===== src/rtl/alu_mc.sv =====
// alu_mc: multi-cycle ALU with iterative unsigned MUL/DIV, CMP and valid/ready handshakes
module alu_mc #(
    parameter int N = 32
) (
    input  logic         clk,
    input  logic         rst_n,
    input  logic         in_valid,
    output logic         in_ready,
    input  logic [N-1:0] A,
    input  logic [N-1:0] B,
    input  logic [2:0]   ALU_Sel,
    output logic         out_valid,
    input  logic         out_ready,
    output logic [N-1:0] ALU_Result,
    output logic [N-1:0] ALU_Result_Hi,
    output logic [3:0]   ALU_Flags,
    output logic         busy,
    output logic         div_by_zero
);
    localparam int CW = $clog2(N);
    localparam logic [2:0] OP_ADD = 3'b000, OP_SUB = 3'b001, OP_AND = 3'b010, OP_OR = 3'b011,
                           OP_MUL = 3'b100, OP_MOV = 3'b101, OP_DIV = 3'b110, OP_CMP = 3'b111;

    typedef enum logic [1:0] {IDLE, MUL_IT, DIV_IT, DONE} state_t;

    state_t        state, state_nx;
    logic [CW-1:0] cnt;
    logic [N-1:0]  hi, lo, opb;
    logic [N-1:0]  hi_nx, lo_nx, res, fres;
    logic [N:0]    add_s, sub_s, mul_s, div_t, div_d;
    logic [3:0]    flg;
    logic          accept, dbz, iter_op, last, q_bit, c_bit, v_bit;

    assign in_ready  = state == IDLE;
    assign out_valid = state == DONE;
    assign busy      = state == MUL_IT || state == DIV_IT;
    assign accept    = in_ready && in_valid;
    assign dbz       = ALU_Sel == OP_DIV && B == '0;
    assign iter_op   = ALU_Sel == OP_MUL || (ALU_Sel == OP_DIV && !dbz);
    assign last      = cnt == CW'(N - 1);

    // Single-cycle ops: result and {N,Z,C,V}; CMP reports SUB flags with a zero result
    always_comb begin
        add_s = {1'b0, A} + {1'b0, B};
        sub_s = {1'b0, A} - {1'b0, B};
        res   = ALU_Sel == OP_ADD ? add_s[N-1:0] :
                ALU_Sel == OP_SUB ? sub_s[N-1:0] :
                ALU_Sel == OP_AND ? A & B :
                ALU_Sel == OP_OR  ? A | B :
                ALU_Sel == OP_MOV ? B : '0;
        fres  = ALU_Sel == OP_CMP ? sub_s[N-1:0] : res;
        c_bit = ALU_Sel == OP_ADD ? add_s[N] :
                (ALU_Sel == OP_SUB || ALU_Sel == OP_CMP) ? ~sub_s[N] : 1'b0;
        v_bit = ALU_Sel == OP_ADD ? (A[N-1] == B[N-1]) && (add_s[N-1] != A[N-1]) :
                (ALU_Sel == OP_SUB || ALU_Sel == OP_CMP) ? (A[N-1] != B[N-1]) && (sub_s[N-1] != A[N-1]) : 1'b0;
        flg   = {fres[N-1], fres == '0, c_bit, v_bit};
    end

    // One shift-add (MUL) or restoring-subtract (DIV) step on the {hi,lo} working pair
    always_comb begin
        mul_s = {1'b0, hi} + (lo[0] ? {1'b0, opb} : '0);
        div_t = {hi, lo[N-1]};
        div_d = div_t - {1'b0, opb};
        q_bit = ~div_d[N];
        hi_nx = state == MUL_IT ? mul_s[N:1] : (q_bit ? div_d[N-1:0] : div_t[N-1:0]);
        lo_nx = state == MUL_IT ? {mul_s[0], lo[N-1:1]} : {lo[N-2:0], q_bit};
    end

    // Next-state logic
    always_comb begin
        state_nx = state;
        case (state)
            IDLE:           state_nx = !in_valid ? IDLE : ALU_Sel == OP_MUL ? MUL_IT : iter_op ? DIV_IT : DONE;
            MUL_IT, DIV_IT: state_nx = last ? DONE : state;
            DONE:           state_nx = out_ready ? IDLE : DONE;
            default:        state_nx = IDLE;
        endcase
    end

    // State register
    always_ff @(posedge clk or negedge rst_n) begin
        if (!rst_n) state <= IDLE;
        else        state <= state_nx;
    end

    // Operand latch, iteration datapath and registered result/flags
    always_ff @(posedge clk or negedge rst_n) begin
        if (!rst_n) begin
            cnt           <= '0;
            hi            <= '0;
            lo            <= '0;
            opb           <= '0;
            ALU_Result    <= '0;
            ALU_Result_Hi <= '0;
            ALU_Flags     <= '0;
            div_by_zero   <= 1'b0;
        end else if (accept) begin
            cnt         <= '0;
            hi          <= '0;
            lo          <= A;
            opb         <= B;
            div_by_zero <= dbz;
            if (!iter_op) begin
                ALU_Result    <= dbz ? '1 : res;
                ALU_Result_Hi <= dbz ? A : '0;
                ALU_Flags     <= dbz ? 4'b1001 : flg;
            end
        end else if (busy) begin
            cnt <= cnt + 1'b1;
            hi  <= hi_nx;
            lo  <= lo_nx;
            if (last) begin
                ALU_Result    <= lo_nx;
                ALU_Result_Hi <= hi_nx;
                ALU_Flags     <= {lo_nx[N-1], lo_nx == '0, state == MUL_IT && hi_nx != '0, 1'b0};
            end
        end
    end
endmodule


===== config.mk =====
export PLATFORM = sky130hd
export DESIGN_NAME = alu_mc
export DESIGN_NICKNAME = d
export VERILOG_FILES = /design/src/rtl/alu_mc.sv
export SDC_FILE = /design/constraint.sdc
export NUM_CORES = 1
export LEC_CHECK = 0
export ABC_AREA = 1
export BUFFER_PORTS_ARGS = -buffer_cell sky130_fd_sc_hd__clkbuf_2
export CORE_MARGIN = 5
export CORE_UTILIZATION = 39
export CTS_BUF_LIST = sky130_fd_sc_hd__clkbuf_2
export CTS_CLUSTER_DIAMETER = 80
export DETAILED_ROUTE_END_ITERATION = 10
export PLACE_DENSITY = 0.68
export SLEW_MARGIN = 20
export SYNTH_ARGS = -nofsm -noshare
export SYNTH_HDL_FRONTEND = slang
export SYNTH_SLANG_ARGS = --single-unit

===== constraint.sdc =====
create_clock -name clk -period 3.34 [get_ports clk]
set_input_delay 0.334 -clock clk [delete_from_list [all_inputs] [get_ports clk]]
set_output_delay 0.334 -clock clk [all_outputs]
set_load 0.01 [all_outputs]

==> metrics.md <==
| Metric | Value |
|---|---|
| Status | completed |
| Met2 usage | 48.3% |
| Initial DRC Count | 2,557 |
| Reg2reg start | hi[15] |
| Layout cells sized above 1 | 12.9% |
| Nets | 3,761 |
| FFs w/ async S/R, synth | 100% |
| Tot Pwr | 0.0221 W |
| P_leak | 12.3 nW |
| Crit Path Class | reg2reg |
| Critical Path Start Type | register |
| Sequential Area | 4310 um^2 |
| Ys Warns | 0 |
| Clk root buf | clkbuf_2 |
| CTS clk-pin slew, worst paths | 0.34 ns |
| Primary FF master, synth | dfrtp_1 |
| Final min period | 3.19 ns |
| Mapped Area | 19,200 um^2 |
| Routed len/inst | 19.4 um |
| H-tree Lvls | 4 |
| Post-synth top area share | 22.4% |
| Total global routing track utilization | 29.2% |
| HP Class | in2async |
| Drc violations | 0 |
| GPL Wtd Cong | 1.01 |
| Busiest layer in global routing | met2 |
| Via count | 22,900 |
| Syn avg cell area | 6.02 um^2 |
| Slew headroom | 43.9% |
| Vias in the first global route | 21,900 |
| Maxcap violations | 0 |
| Die Ht | 232 um |
| Worst-skew pair later-pin latency | 0.89 ns |
| Synth cell types | 55 |
| Crit path DAT | 3.99 ns |
| DIE AREA | 53,800 um^2 |
| Global route total overflow | 0 |
| Syn Inst Count | 3,191 |
| Drt pass-1 iters | 8 |
| Die W | 232 um |
| FP Rows | 81 |
| Avg Vias per Cell | 5.44 |
| Seq/Total Area, Yosys | 22.4% |
| Clock skew | 0.0560 ns |
| Synth Register Bits | 172 |
| Routed WL | 81,700 um |
| Hold Violations, Final | 0 |
| Fin. max-slew vios | 0 |
| Area leader, netlist | dfrtp_1 |
| First-pass GRT wire length | 123,000 um |
| Top Ports | 143 |
| Worst-case reg-to-reg path depth | 22 |
| Met3 GRT Util | 3.22% |
| Most common cell in the netlist | nand2_1 |
| I/O Buffers | 142 |
| Fillers | 5,262 |
| Area grow syn2layout | 20.5% |
| CTS max path bufs | 2 |
| Synth top area cells | dfrtp_1, nand2_1, ha_1 |
| ANT nets after route | 0 |
| Pwr per Cell Area | 954 nW/um^2 |
| Max Freq | 0.313 GHz |
| Met1 usage | 38.8% |
| Initial Utilization | 39.3% |
| Crit path required time | 4.14 ns |
| Critical Path Fanout Max | 8 |
| Most frequent cells after synthesis | nand2_1, inv_1, nor2_1 |
| Post-DP HPWL | 65,900 um |
| Fin worst setup slack | 0.147 ns |
| Tcrit/Tclk final | 95.6% |
| Num CTS Buffers | 17 |
| Maximum number of pins on one net before global-route repair | 114 |
| Setup TNS | 0 ns |
| CTS Sinks | 172 |
| Setup crit start | hi[15] |
| Pre-CTS WS | -0.00243 ns |
| Crit end category | register |
| # setup viols final | 0 |
| Multi-input gate area | 12,900 um^2 |
| Fin util | 47.4% |
| Core area | 48,800 um^2 |
| Max VDD drop | 447 uV |
| CTS tree | done |
| Post-Syn Nets | 3,431 |
| Slew @ Worst Pin | 0.836 ns |
| Post-synth EDFFs | 0 |
| Initial antenna violation count | 2 |
[kinds of logic after synthesis]
| logic type | after synthesis | synth area share (%) |
|---|---|---|
| AOI/OAI and AO/OA | 596 | 17.3 |
| xor gates and xnor gates | 37 | 1.69 |
| adders and majority gates | 169 | 11.2 |
| buffers and inverters | 586 | 11.7 |
| DFF | 172 | 22.4 |
| muxes | 4 | 0.209 |
| and+or+nand+nor | 1627 | 35.5 |
[per-stage QoR]
stage | std cells | instance area, um^2 | hold WS, ns
floorplan | 3191 | 19200 | 0.0384
global placement | 4084 | 21900 | 0.457
detailed placement | 4084 | 21900 | 0.459
CTS | 4184 | 22900 | 0.00311
global route | 4199 | 23100 | 0.0723
finish | 4199 | 23100 | 0.0226
[per-layer routing]
layer / up-vias / part of all wire [%]
met5: - / 0
met4: 0 / 5.1
met3: 212 / 8.0
met2: 1105 / 46
met1: 10500 / 41
li1: 11100 / -
[registers in the layout, summed over array words and instances (netlist names)]
name / cells
ALU_Flags: 4
ALU_Result: 32
ALU_Result_Hi: 32
cnt: 5
div_by_zero: 1
hi: 32
lo: 32
opb: 32
state: 2
[final timing paths]
| check | endpoint | slack [ns] |
|---|---|---|
| worst max register to register | ALU_Flags[1] | 0.15 |
| max in group asynchronous | ALU_Result[21] | 2.52 |
| worst min-delay path | ALU_Result[1] | 0.02 |
| worst max-delay path | ALU_Flags[1] | 0.15 |
| min in group clk | state[0] | 0.10 |
| worst min register to register | ALU_Result[29] | 0.52 |
[layout make-up]
cell class,instances,share of cell area (%)
multi-input combinational,2436,55.6
sequential,172,18.6
timing repair buffer,415,13.3
inverter,479,7.77
tap,664,3.59
clock inverter,15,0.746
clock buffer,17,0.368
antenna,1,0.0108
[placed cells by master (no fill, tap or decap), types with 10 or more instances in the layout]
master | netlist | routed
a21o_1 | 11 | 11
a21oi_1 | 236 | 230
a221oi_1 | 13 | 13
a22o_1 | 11 | 11
a31oi_1 | 30 | 30
buf_12 | 0 | 10
buf_4 | 2 | 194
clkbuf_2 | 1 | 158
dfrtp_1 | 172 | 170
dlygate4sd3_1 | 0 | 68
ha_1 | 165 | 162
inv_1 | 463 | 461
nand2_1 | 882 | 873
nand2_2 | 5 | 11
nand3_1 | 250 | 249
nand3b_1 | 12 | 12
nand4_1 | 54 | 54
nor2_1 | 335 | 329
nor3_1 | 46 | 43
nor4_1 | 14 | 12
o21ai_0 | 208 | 200
o221ai_1 | 11 | 11
o22ai_1 | 42 | 42
or2_2 | 10 | 10
xor2_1 | 35 | 35
[where the power goes]
part | internal, W | leakage (nW) | switching [W]
Combinational | 0.00580 | 10.0 | 0.0110
Sequential | 0.00311 | 2.07 | 0.000885
Clock | 0.000323 | 0.150 | 0.000946
Total | 0.00922 | 12.3 | 0.0128
[what timing repair did]
item	in CTS	in global routing
endpoints found under the hold margin	236	0
pin swaps	0	12
setup endpoints to repair	1	8
resized for setup	1	44
cloned	0	3
hold buffers	68	0
setup buffers	0	11
[worst max-delay path, stage by stage (launching register included)]
cell and delay [ns]:
dfrtp_1 0.53, ha_1 0.44, nand2_1 0.17, nor2_1 0.16, nand2_1 0.12, nor2_2 0.17
nand2_4 0.10, nand3_4 0.13, buf_12 0.13, nand2_8 0.07, buf_4 0.14, nor2_1 0.10
nor2_1 0.07, nor2_1 0.08, nand2_1 0.07, nor2_2 0.13, nand2_1 0.11, nor2_1 0.10
nand2_1 0.09, nand2_1 0.07, nand2_1 0.04, nand2_1 0.05, nand2_1 0.04
No activity file was read; power rests on OpenSTA's default activity.
